--- src/rtl/pulse_stretch.sv ---
// -----------------------------------------------------------------------------
// pulse_stretch
//
// Purpose:
//   Stretches single-cycle trigger pulses into a fixed-width output level,
//   followed by an optional mandatory low recovery gap. Triggers that arrive
//   while the stretcher is busy are either ignored (and reported as drops) or,
//   when RETRIGGER is enabled and the output is in its high phase, restart the
//   high phase.
//
// Parameters:
//   HOLD_CYCLES : clocks the output stays high per accepted trigger (1..2^CNT_W-1)
//   GAP_CYCLES  : clocks of forced low recovery after each hold (0..2^CNT_W-1)
//   RETRIGGER   : 1 = a trigger during the high phase restarts the high phase
//   CNT_W       : width of the shared hold/gap down-counter
//
// Ports:
//   clk      : in  - system clock, all state changes on the rising edge
//   rst      : in  - synchronous active-high reset, wins over every other input
//   in       : in  - trigger; every cycle sampled high counts as one trigger
//   out      : out - stretched level, high while the FSM is in HOLD
//   busy     : out - high whenever the FSM is not IDLE
//   drop     : out - one-cycle flag, the cycle after each ignored trigger
//   drop_cnt : out - saturating (255) count of ignored triggers
// -----------------------------------------------------------------------------
module pulse_stretch #(
    parameter int HOLD_CYCLES = 4,
    parameter int GAP_CYCLES  = 2,
    parameter int RETRIGGER   = 0,
    parameter int CNT_W       = 16
) (
    input  logic       clk,
    input  logic       rst,
    input  logic       in,
    output logic       out,
    output logic       busy,
    output logic       drop,
    output logic [7:0] drop_cnt
);

    // Explicit encoding so the spare code 2'b11 is a known illegal value
    // that the next-state logic steers back to IDLE.
    typedef enum logic [1:0] {
        IDLE = 2'b00,
        HOLD = 2'b01,
        GAP  = 2'b10
    } state_t;

    // Counter reload values. The counter holds "cycles remaining minus one",
    // so the phase ends on the cycle the counter reads zero.
    localparam logic [CNT_W-1:0] HOLD_LOAD = CNT_W'(HOLD_CYCLES - 1);
    localparam logic [CNT_W-1:0] GAP_LOAD  = (GAP_CYCLES > 0) ? CNT_W'(GAP_CYCLES - 1)
                                                             : {CNT_W{1'b0}};
    localparam logic             GAP_EN    = (GAP_CYCLES > 0);
    localparam logic             RETRIG_EN = (RETRIGGER != 0);

    // Saturating increment for the 8-bit drop counter: never wraps to zero.
    function automatic logic [7:0] sat_inc8(input logic [7:0] value);
        logic [7:0] result;
        if (value == 8'hFF) begin
            result = 8'hFF;
        end else begin
            result = value + 8'd1;
        end
        return result;
    endfunction

    state_t           state_r;
    state_t           state_s;
    logic [CNT_W-1:0] cnt_r;
    logic [CNT_W-1:0] cnt_s;
    logic             drop_r;
    logic             drop_s;
    logic [7:0]       drop_cnt_r;
    logic             cnt_zero_s;

    assign cnt_zero_s = (cnt_r == {CNT_W{1'b0}});

    // Next-state, counter and drop-detect logic for the IDLE/HOLD/GAP machine.
    always_comb begin
        state_s = state_r;
        cnt_s   = cnt_r;
        drop_s  = 1'b0;

        case (state_r)
            IDLE: begin
                if (in) begin
                    state_s = HOLD;
                    cnt_s   = HOLD_LOAD;
                end else begin
                    state_s = IDLE;
                    cnt_s   = cnt_r;
                end
            end

            HOLD: begin
                if (in && RETRIG_EN) begin
                    // Restart the high phase, even on its final cycle.
                    state_s = HOLD;
                    cnt_s   = HOLD_LOAD;
                end else begin
                    // Without retrigger a trigger here is simply discarded;
                    // the countdown continues untouched.
                    drop_s = in;
                    if (cnt_zero_s) begin
                        if (GAP_EN) begin
                            state_s = GAP;
                            cnt_s   = GAP_LOAD;
                        end else begin
                            state_s = IDLE;
                            cnt_s   = {CNT_W{1'b0}};
                        end
                    end else begin
                        state_s = HOLD;
                        cnt_s   = cnt_r - {{(CNT_W-1){1'b0}}, 1'b1};
                    end
                end
            end

            GAP: begin
                // Triggers in the recovery gap are never queued.
                drop_s = in;
                if (cnt_zero_s) begin
                    state_s = IDLE;
                    cnt_s   = {CNT_W{1'b0}};
                end else begin
                    state_s = GAP;
                    cnt_s   = cnt_r - {{(CNT_W-1){1'b0}}, 1'b1};
                end
            end

            default: begin
                state_s = IDLE;
                cnt_s   = {CNT_W{1'b0}};
                drop_s  = 1'b0;
            end
        endcase
    end

    // State, counter and drop bookkeeping registers with synchronous reset.
    always_ff @(posedge clk) begin
        if (rst) begin
            state_r    <= IDLE;
            cnt_r      <= {CNT_W{1'b0}};
            drop_r     <= 1'b0;
            drop_cnt_r <= 8'd0;
        end else begin
            state_r <= state_s;
            cnt_r   <= cnt_s;
            drop_r  <= drop_s;
            if (drop_s) begin
                drop_cnt_r <= sat_inc8(drop_cnt_r);
            end else begin
                drop_cnt_r <= drop_cnt_r;
            end
        end
    end

    // Moore outputs: pure decodes of the state register, no path from in.
    assign out      = (state_r == HOLD);
    assign busy     = (state_r != IDLE);
    assign drop     = drop_r;
    assign drop_cnt = drop_cnt_r;

endmodule

--- config.mk ---
export PLATFORM = sky130hd
export DESIGN_NAME = pulse_stretch
export DESIGN_NICKNAME = d
export VERILOG_FILES = /design/src/rtl/pulse_stretch.sv
export SDC_FILE = /design/constraint.sdc
export NUM_CORES = 1
export LEC_CHECK = 0
export CORE_ASPECT_RATIO = 0.75
export CORE_MARGIN = 2
export CORE_UTILIZATION = 45
export CTS_BUF_LIST = sky130_fd_sc_hd__clkbuf_8
export CTS_CLUSTER_DIAMETER = 60
export DETAILED_ROUTE_END_ITERATION = 8
export PLACE_DENSITY = 0.66
export SETUP_SLACK_MARGIN = 0.5
export SYNTH_ARGS = -nofsm -noshare
export SYNTH_HDL_FRONTEND = slang
export SYNTH_SLANG_ARGS = --single-unit
export TNS_END_PERCENT = 100
--- constraint.sdc ---
create_clock -name clk -period 4.3 [get_ports clk]
set_input_delay 0.645 -clock clk [delete_from_list [all_inputs] [get_ports clk]]
set_output_delay 0.645 -clock clk [all_outputs]
set_load 0.02 [all_outputs]
### Yosys cells after proc, flatten, opt, wreduce, memory -nomap -nowiden

Index checks and enable logic that the tools add are counted.

| word-level totals | value |
|---|---|
| register bits | 27 |
| output and inout port bits | 11 |

| operators by class | value |
|---|---|
| reduce and logical (&&, ||, !) cells | 4 |
| multiplexer cells | 10 |
| equality and inequality tests | 4 |
| add/sub/neg operators | 2 |

Operator list:

| kind | count |
|---|---|
| $mux 16 | 3 |
| $pmux 16 s3 | 1 |
| $logic_not 16->1 | 1 |
| $sub 16x1->16 const B | 1 |
| $add 8x1->8 const B | 1 |
| $eq 8x8->1 const B | 1 |
| $mux 8 | 1 |
| $pmux 2 s3 | 1 |
| $mux 2 | 2 |
| $eq 2x1->1 const B | 1 |
| $eq 2x2->1 const B | 1 |
| $logic_not 2->1 | 1 |
| $mux 1 | 2 |
| $ne 2x2->1 const B | 1 |
| $reduce_bool 2->1 | 1 |
| $reduce_or 2->1 | 1 |

### Depth between registers and ports, before layout

Gate-level depths: netlist (run 1).

| depth | value |
|---|---|
| depth in word-level cells | 3 |
| gate-level depth with buffers | 8 |

### Least setup slack after synthesis (run 1)

OpenSTA, ideal clock, no wires.

| timing path | value |
|---|---|
| path type | input port to flip-flop |
| from | in in |
| to | reg cnt_r[13] |
| arrival | 1.750 ns |
| setup slack | 2.481 ns |
| cell stages on the path | 6 |
| buffers on the path | 2 |
| data required time | 4.230 ns |
| cells stage by stage | clkbuf_2 -> nand2b_1 -> buf_2 -> nand3_1 -> or4_1 -> a21oi_1 |

| on the way | value |
|---|---|
| word-level cells in the longest chain between the ends | 1 |

Ends and longest elaborated chain:

| item | RTL line | source |
|---|---|---|
| from (decl) | 34 | `input logic in,` |
| $ne 2x2->1 (no line) | n/a |  |
| to (signal assigned) | 144 | `cnt_r <= {CNT_W{1'b0}};` |
| to (signal assigned) | 149 | `cnt_r <= cnt_s;` |
| to (decl) | 70 | `logic [CNT_W-1:0] cnt_r;` |

Every way passes these cells.
A chain may end at the register's enable or synchronous reset.

### Worst setup path in the final report (run 1)

| timing path | value |
|---|---|
| from | reg state_r[0] |
| to | out busy |

| on the way | value |
|---|---|
| word-level cells in the longest chain between the ends | 1 |

Ends and longest elaborated chain:

| item | RTL line | source |
|---|---|---|
| from (decl) | 68 | `state_t state_r;` |
| from (signal assigned) | 148 | `state_r <= state_s;` |
| $reduce_bool 2->1 | 161 | `assign busy = (state_r != IDLE);` |
| to (decl) | 36 | `output logic busy,` |

Every way passes these cells.

==> results of run 1 <==
power breakdown:
group	total (mW)	switching (mW)	internal, mW	leakage (nW)
logic	0.738	0.436	0.302	0.335
clock network	0.146	0.0803	0.0659	0.0217
registers	0.432	0.0938	0.338	0.220
metal layers:
metal,share of wire [%],GRT usage [%],vias to the layer above,wire length [um]
li1,-,-,587,-
met1,53,27.8,523,1440
met2,40,24.9,25,1100
met3,4.6,4.85,6,126
met4,1.9,8.16,0,51
met5,0,0,-,0
cells in the mapped netlist, drive strengths merged (2+ instances only):
master and count:
nor3 8, a31oi 4, dfxtp 27, clkbuf 3, xor2 7, o21ai 7, nand2b 2, nand4 8
buf 2, nor2 17, or2 2, o31ai 2, o21bai 2, or3 2, a21oi 11, inv 9
nor4 3, nand2 8, nand3 6, ha 6, nor3b 2, a211oi 3
cells in the final DEF (no fill, tap or decap), types with 2 or more instances in the layout:
cell,instances
dfxtp_1,27
nor2_1,17
clkdlybuf4s50_1,13
a21oi_1,10
inv_1,9
nor3_1,8
nand4_1,8
xor2_1,7
nand2_1,7
o21ai_0,7
nand3_1,6
ha_1,6
a31oi_1,4
a211oi_1,3
clkbuf_8,3
nor3b_1,2
nand2b_1,2
o21bai_1,2
o31ai_1,2
or2_2,2
sequential cells by signal, summed over array words and instances (netlist names):
name      count
cnt_r        16
drop_cnt      8
state_r       2
drop          1
logic make-up after synthesis:
| family | after synthesis |
|---|---|
| multiplexers | 1 |
| XOR/XNOR | 8 |
| adder cells (fa/ha/maj) | 6 |
| buffers and inverters | 14 |
| flip-flops | 27 |
| AO/OA/AOI/OAI | 34 |
| AND/OR/NAND/NOR | 67 |
path summary, 6_finish.rpt:
path	end	slack [ns]	cells after the start
min reg2reg	cnt_r[11]$_SDFFE_PP0P_	0.50	2
min	cnt_r[11]$_SDFFE_PP0P_	0.50	2
max	busy	1.98	4
max reg2reg	cnt_r[14]$_SDFFE_PP0P_	2.16	4
critical path, stage by stage (launching register included):
cell and delay, ns:
dfxtp_1 0.38, inv_1 0.08, ha_1 0.24, inv_1 0.11, clkdlybuf4s50_1 0.61
stage by stage:
step	total power, mW	area [um2]
global placement	1.15	1500
CTS	1.31	1550
global route	1.44	1550
floorplan	1.00	1350
detailed placement	1.17	1500
finish	1.32	1550
cell type report:
class                           count  share of cell area, %
Clock buffer                        3                   2.67
Clock inverter                      1                  0.485
Inverter                            9                   2.18
Multi-Input combinational cell    116                   48.3
Sequential cell                    27                   34.9
Tap cell                           38                   3.07
Timing Repair Buffer               13                   8.41
==> impl_metrics.tcl, run 1 <==
set metrics [dict create \
    status "complete, no violations" \
    io_pins 14 \
    synth_top_cell_area_share_pct 40.0 \
    dp_hpwl_um 2050 \
    fin_hold_ws_ns 0.495 \
    power.density_cell_area_nw_per_um2 850 \
    core_area_um2 2890 \
    synthSimpleGateAreaFrac_pct 28.2 \
    fmax_mhz 430 \
    ant_nets 0 \
    clock_sinks 27 \
    portBuffers 13 \
    drtIter0Drc 94 \
    grt.total_usage_pct 18.7 \
    clockRootBuffer "clkbuf_8" \
    avgSynthCellArea_um2 8.60 \
    muxShareOfSynthArea_pct 0.741 \
    cts_setup_buffers 0 \
    nNetsFinal 179 \
    drt_first_pass_iters 4 \
    die_h_um 51.4 \
    grt_pass1_vias 1045 \
    die-area_um2 3460 \
    synth_ff_type "dfxtp_1" \
    num_vias 1141 \
    relSlewSlack_pct 46.6 \
    grt_pass1_wl_um 4820 \
    max-cap-violations 0 \
    drc 0 \
    drt_wl_total_um 2720 \
    wl_per_cell_um 13.1 \
    dpl.cell_count 203 \
    hold_viol_final 0 \
    start_util_pct 46.7 \
    die_x_um 67.2 \
    synth_warnings 0 \
    synth_nets 166 \
    cp_data_arrival_time_ns 1.68 \
    ys_types 45 \
    finalMaxSlewViolations 0 \
    worst_pin_slew_ns 0.781 \
    hold_path_class "flop to flop" \
    via_per_inst 5.51 \
    cts_resized 0 \
    num_rows 17 \
    cp_max_fo 4 \
    regToRegStartpoint "cnt_r[12]$_SDFFE_PP0P_" \
    start_kind "flop" \
    synth-xor-area-share_pct 5.19 \
    async_flop_share_pct 0 \
    ctsHoldBuffers 0 \
    layout-drive-gt1-share_pct 7.10 \
    p_leak_nw 0.577 \
    cts_buffers 3 \
    pre_cts_ws_ns 1.70 \
    clockBufferDepth 2 \
    yosysTopAreaCell "dfxtp_1" \
    finalClockSkew_ns 0.0116 \
    htree_levels 1 \
    post-route-period-util_pct 54.1 \
    n_fill_cell 262 \
    synth_enable_flop_cells 0 \
    layout_setup_ws_ns 1.98 \
    startpoint "state_r[0]$_SDFF_PP0_" \
    synthAdderAreaFrac_pct 5.56 \
    antenna_found_initial 0 \
    place_congestion 0.770 \
    hold_path.startpoint "cnt_r[11]$_SDFFE_PP0P_" \
    synth_top_family_by_area "simple AND/OR/NAND/NOR gates" \
    endpoint_kind "output port" \
    critPathKind "flop to output port" \
    synth-compound-area-share_pct 15.7 \
    fin_util_pct 53.5 \
    cts_tree "yes" \
    fin_tns_setup_ns 0 \
    cp_data_required_time_ns 3.65 \
    fin_cells 207 \
    fin_crit_ns 2.32 \
    ys_seq_area_share_pct 40.0 \
    syn2layout_area_growth_pct 14.6 \
    grt_max_degree 17 \
    n_antenna_cell 0 \
    ys_seq_elements 27 \
    clock_latency_ns 0.28 \
    clk_pin_slew_ns 0.10 \
    ir_drop_mv 0.477 \
    ys_top_cells_by_area "dfxtp_1 40%, ha_1 5.6%, nor2_1 4.7%" \
    grt_setup_unrepaired "no" \
    synthesis.area_um2 1350 \
    regArea_um2 541 \
    multiInputGateArea_um2 747 \
    finalSetupViolations 0 \
    gr-total-overflow 0 \
    syn_inst 157 \
]
No activity file was read; power rests on OpenSTA's default activity.
==> run 2: changes to the inputs <==
==> constraint.sdc (replaced) <==
create_clock -name clk -period 2.4 [get_ports clk]
set_input_delay 0.36 -clock clk [delete_from_list [all_inputs] [get_ports clk]]
set_output_delay 0.36 -clock clk [all_outputs]
set_load 0.02 [all_outputs]
==> impl_metrics.tcl, run 2 (synthesis gave the netlist of run 1 again) <==
set metrics [dict create \
    status "complete, no violations" \
    final_common_cell "dfxtp_1" \
    r2r_setup_slack_ns 0.62 \
    grt_pass1_wl_um 4520 \
    finalClockSkew_ns 0.00661 \
    core_area_um2 2890 \
    die_x_um 67.2 \
    p_leak_nw 0.610 \
    portBuffers 13 \
    cp_max_fo 10 \
    finalSetupViolations 0 \
    cts_buffers 3 \
    crit_family "simple AND/OR/NAND/NOR gates" \
    start_util_pct 46.7 \
    ctsHoldBuffers 0 \
    cp_data_arrival_time_ns 2.05 \
    cts_setup_buffers 0 \
    die_h_um 51.4 \
    pwr-share-seq_pct 31.5 \
    path_buf_inv 1 \
    fmax_mhz 547 \
    dp_hpwl_um 2070 \
    nNetsFinal 182 \
    drt_first_pass_iters 4 \
    place_congestion 0.837 \
    num_rows 17 \
    cts_tree "yes" \
    cp_slowest_cell "clkdlybuf4s50_1" \
    htree_levels 1 \
    io_pins 14 \
    p_clk_share_pct 10.7 \
    grt_max_degree 17 \
    combinationalPowerShare_pct 57.7 \
    die-area_um2 3460 \
    clockBufferDepth 2 \
    switching_power_mw 1.16 \
    clk_pin_slew_ns 0.10 \
    n_fill_cell 282 \
    layout-drive-gt1-share_pct 10.5 \
    drt_wl_total_um 2830 \
    intPower_mw 1.34 \
    clock_latency_ns 0.28 \
    finalMaxSlewViolations 0 \
    n_antenna_cell 0 \
    grt_setup_unrepaired "no" \
    max-cap-violations 0 \
    fin_tns_setup_ns 0 \
    rr_worst_depth 7 \
    num_vias 1163 \
    hold_viol_final 0 \
    clock_sinks 27 \
    ant_nets 0 \
    final_cell_mix "27 x dfxtp_1, 17 x nor2_1, 11 x clkdlybuf4s50_1, 10 x a21oi_1, 9 x inv_1" \
    critPathKind "input pin to flop" \
    critical_path_depth 5 \
    clockRootBuffer "clkbuf_8" \
    endpoint_kind "flop" \
    worst_pin_slew_ns 0.516 \
    drc 0 \
    wl_per_cell_um 13.5 \
    top_register "cnt_r" \
    start_kind "input pin" \
    p_sw_share_pct 46.4 \
    power.density_cell_area_nw_per_um2 1560 \
    grt_pass1_vias 971 \
    cp_data_required_time_ns 2.62 \
    slowest_delay_ns 0.62 \
    largest_register_ff_count 16 \
    post-route-period-util_pct 76.2 \
    relSlewSlack_pct 65.5 \
    ir_drop_mv 0.787 \
    gr-total-overflow 0 \
    drtIter0Drc 94 \
    hold_path_class "flop to flop" \
    via_per_inst 5.54 \
    fin_hold_ws_ns 0.506 \
    path_cells "clkdlybuf4s50_1 -> nand2b_4 -> nand3_1 -> or4_1 -> a21oi_1" \
    syn2layout_area_growth_pct 18.8 \
    grt.total_usage_pct 17.3 \
    antenna_found_initial 0 \
    hold_depth 2 \
    fin_crit_ns 1.83 \
]
[run 2: path summary, 6_finish.rpt]
kind,start,to
min reg2reg,cnt_r[13]$_SDFFE_PP0P_,cnt_r[13]$_SDFFE_PP0P_
max,in,cnt_r[13]$_SDFFE_PP0P_
min,cnt_r[13]$_SDFFE_PP0P_,cnt_r[13]$_SDFFE_PP0P_
max reg2reg,cnt_r[0]$_SDFFE_PP0P_,cnt_r[6]$_SDFFE_PP0P_
[run 2: power groups by stage]
stage	clock network [mW]	logic (mW)	registers [mW]
2_1_floorplan	0	1.03	0.766
3_3_place_gp	0	1.34	0.775
3_5_place_dp	0	1.37	0.780
4_1_cts	0.275	1.36	0.770
5_1_grt	0.298	1.60	0.815
6_report	0.268	1.44	0.787
[run 2: layout make-up]
type	count	area [um2]	area share, %
Sequential cell	27	541	33.7
Inverter	9	33.8	2.11
Clock buffer	3	41.3	2.57
Tap cell	38	47.5	2.96
Timing Repair Buffer	16	150	9.36
Multi-Input combinational cell	116	783	48.8
Clock inverter	1	7.51	0.468
[run 2: through the flow]
step           area [um2]  total power, mW  cells  setup slack, ns  util [%]
3_5_place_dp         1520             2.15    206            0.128      52.6
2_1_floorplan        1350             1.80    157            0.790         -
6_report             1600             2.50    210            0.570      55.4
4_1_cts              1570             2.41    210            0.560      54.3
5_1_grt              1600             2.72    210            0.478      55.4
3_3_place_gp         1520             2.12    206            0.220      52.6
[run 2: repair_timing]
item | in CTS | in global routing
resized for setup | 3 | 6
endpoints found under the setup margin | 3 | 12
cloned | 0 | 0
pin swaps | 0 | 1
hold endpoints to repair | 0 | 0
[run 2: layer usage]
metal  part of all wire (%)  wire length (um)  up-vias  track usage [%]
li1                       -                 -      597                -
met1                     53              1490      541             26.9
met2                     43              1200       21             22.8
met3                    3.8               108        4             5.29
met4                   0.74                21        0             4.08
met5                      0                 0        -                0
[run 2: worst min-delay path, stage by stage, from the launching register on]
cell	delay, ns
dfxtp_1	0.34
o31ai_1	0.07
a21oi_1	0.06
==> run 3: changes to the inputs <==
--- a/config.mk
+++ b/config.mk
@@ -11,7 +11,7 @@
 export CTS_BUF_LIST = sky130_fd_sc_hd__clkbuf_8
 export CTS_CLUSTER_DIAMETER = 60
 export DETAILED_ROUTE_END_ITERATION = 8
-export PLACE_DENSITY = 0.66
+export PLACE_DENSITY = 0.68
 export SETUP_SLACK_MARGIN = 0.5
 export SYNTH_ARGS = -nofsm -noshare
 export SYNTH_HDL_FRONTEND = slang
==> constraint.sdc (replaced) <==
create_clock -name clk -period 1.65 [get_ports clk]
set_input_delay 0.2475 -clock clk [delete_from_list [all_inputs] [get_ports clk]]
set_output_delay 0.2475 -clock clk [all_outputs]
set_load 0.02 [all_outputs]
==> impl_metrics.tcl, run 3 (synthesis gave the netlist of run 1 again) <==
set metrics [dict create \
    grt_setup_unrepaired "yes" \
    critPathKind "flop to flop" \
    power.density_cell_area_nw_per_um2 2410 \
    wl_per_cell_um 15.4 \
    core_area_um2 2890 \
    n_fill_cell 238 \
    io_pins 14 \
    relSlewSlack_pct 77.3 \
    syn2layout_area_growth_pct 43.7 \
    ir_drop_mv 1.27 \
    num_rows 17 \
    clock_latency_ns 0.27 \
    finalPower_mw 4.69 \
    combinationalPowerShare_pct 66.0 \
    num_vias 1272 \
    hold_viol_final 0 \
    cts_tree "yes" \
    n_antenna_cell 0 \
    cts_buffers 3 \
    largest_register_ff_count 16 \
    htree_levels 1 \
    regArea_um2 571 \
    drt_first_pass_iters 5 \
    place_area_um2 1700 \
    clockRootBuffer "clkbuf_8" \
    nNetsFinal 201 \
    layout-drive-gt1-share_pct 51.3 \
    portBuffers 13 \
    dp_hpwl_um 2280 \
    top_register "cnt_r" \
    final_cell_mix "20 x buf_4, 13 x dfxtp_1, 9 x nor2_1, 9 x dfxtp_2, 8 x nand4_1" \
    start_kind "flop" \
    p_clk_share_pct 8.1 \
    finalMaxSlewViolations 0 \
    ant_nets 0 \
    final_area_um2 1940 \
    grt.total_usage_pct 21.7 \
    post-route-period-util_pct 91.9 \
    grt_pass1_wl_um 5670 \
    gr-total-overflow 0 \
    worst_pin_slew_ns 0.338 \
    final_common_cell "buf_4" \
    die-area_um2 3460 \
    drt_wl_total_um 3530 \
    switching_power_mw 2.11 \
    via_per_inst 5.55 \
    die_x_um 67.2 \
    cp_data_required_time_ns 1.86 \
    die_h_um 51.4 \
    cp_max_fo 4 \
    finalSetupViolations 0 \
    fin_crit_ns 1.52 \
    finalClockSkew_ns 0.00268 \
    hold_path_class "input pin to flop" \
    place_congestion 0.772 \
    ctsHoldBuffers 0 \
    grt_pass1_vias 1227 \
    clock_sinks 27 \
    pwr-share-seq_pct 25.9 \
    max-cap-violations 0 \
    clk_pin_slew_ns 0.09 \
    fin_hold_ws_ns 0.409 \
    cp_data_arrival_time_ns 1.73 \
    antenna_found_initial 0 \
    fmax_mhz 659 \
    status "complete, no violations" \
    p_sw_share_pct 45.1 \
    start_util_pct 46.7 \
    intPower_mw 2.57 \
    p_leak_nw 0.781 \
    grt_max_degree 16 \
    drtIter0Drc 78 \
    clockBufferDepth 2 \
    drc 0 \
    multiInputGateArea_um2 973 \
    endpoint_kind "flop" \
    fin_tns_setup_ns 0 \
]
==> run 3: routing by layer <==
metal,track usage [%],wire [um]
met2,32.7,1700
met3,6.17,142
met4,8.16,46
met5,0,0
met1,29.4,1640
==> run 3: layout make-up <==
| cell class | count | area share, % |
|---|---|---|
| inverter | 9 | 1.74 |
| clock buffer | 3 | 2.13 |
| sequential | 27 | 29.4 |
| tap | 38 | 2.45 |
| timing repair buffer | 35 | 13.9 |
| clock inverter | 1 | 0.258 |
| multi-input combinational | 116 | 50.2 |
==> run 3: worst paths after layout <==
check | start | to | slack, ns | cells past startpoint
max | cnt_r[6]$_SDFFE_PP0P_ | cnt_r[11]$_SDFFE_PP0P_ | 0.13 | 6
min | in | drop$_SDFF_PP0_ | 0.41 | 4
max reg2reg | cnt_r[6]$_SDFFE_PP0P_ | cnt_r[11]$_SDFFE_PP0P_ | 0.13 | 6
min reg2reg | drop_cnt[2]$_SDFFE_PP0P_ | drop_cnt[2]$_SDFFE_PP0P_ | 0.49 | 1
==> run 3: repair_timing <==
item,in CTS,in global routing
resized for setup,78,18
pin swaps,19,9
buffers inserted,6,3
setup endpoints to repair,37,30
hold endpoints to repair,0,0
==> run 3: through the flow <==
stage	utilization, %	worst slack, ns	cells
2_1_floorplan	-	0.129	157
3_3_place_gp	58.7	-0.0692	216
3_5_place_dp	58.7	-0.153	216
4_1_cts	64.6	0.176	226
5_1_grt	67.1	0.0576	229
6_report	67.1	0.133	229
==> run 3: critical path: stages (launching register included) <==
cell	delay (ns)
dfxtp_2	0.34
nor4_4	0.25
buf_4	0.17
nand2_2	0.08
buf_4	0.16
or2_2	0.31
a21oi_2	0.14
==> run 3: power groups by stage <==
stage | clock network, mW | logic [mW] | registers (mW)
detailed placement | 0 | 2.48 | 1.18
finish | 0.379 | 3.09 | 1.21
global placement | 0 | 2.42 | 1.16
floorplan | 0 | 1.70 | 1.16
CTS | 0.394 | 2.93 | 1.19
global route | 0.422 | 3.33 | 1.24
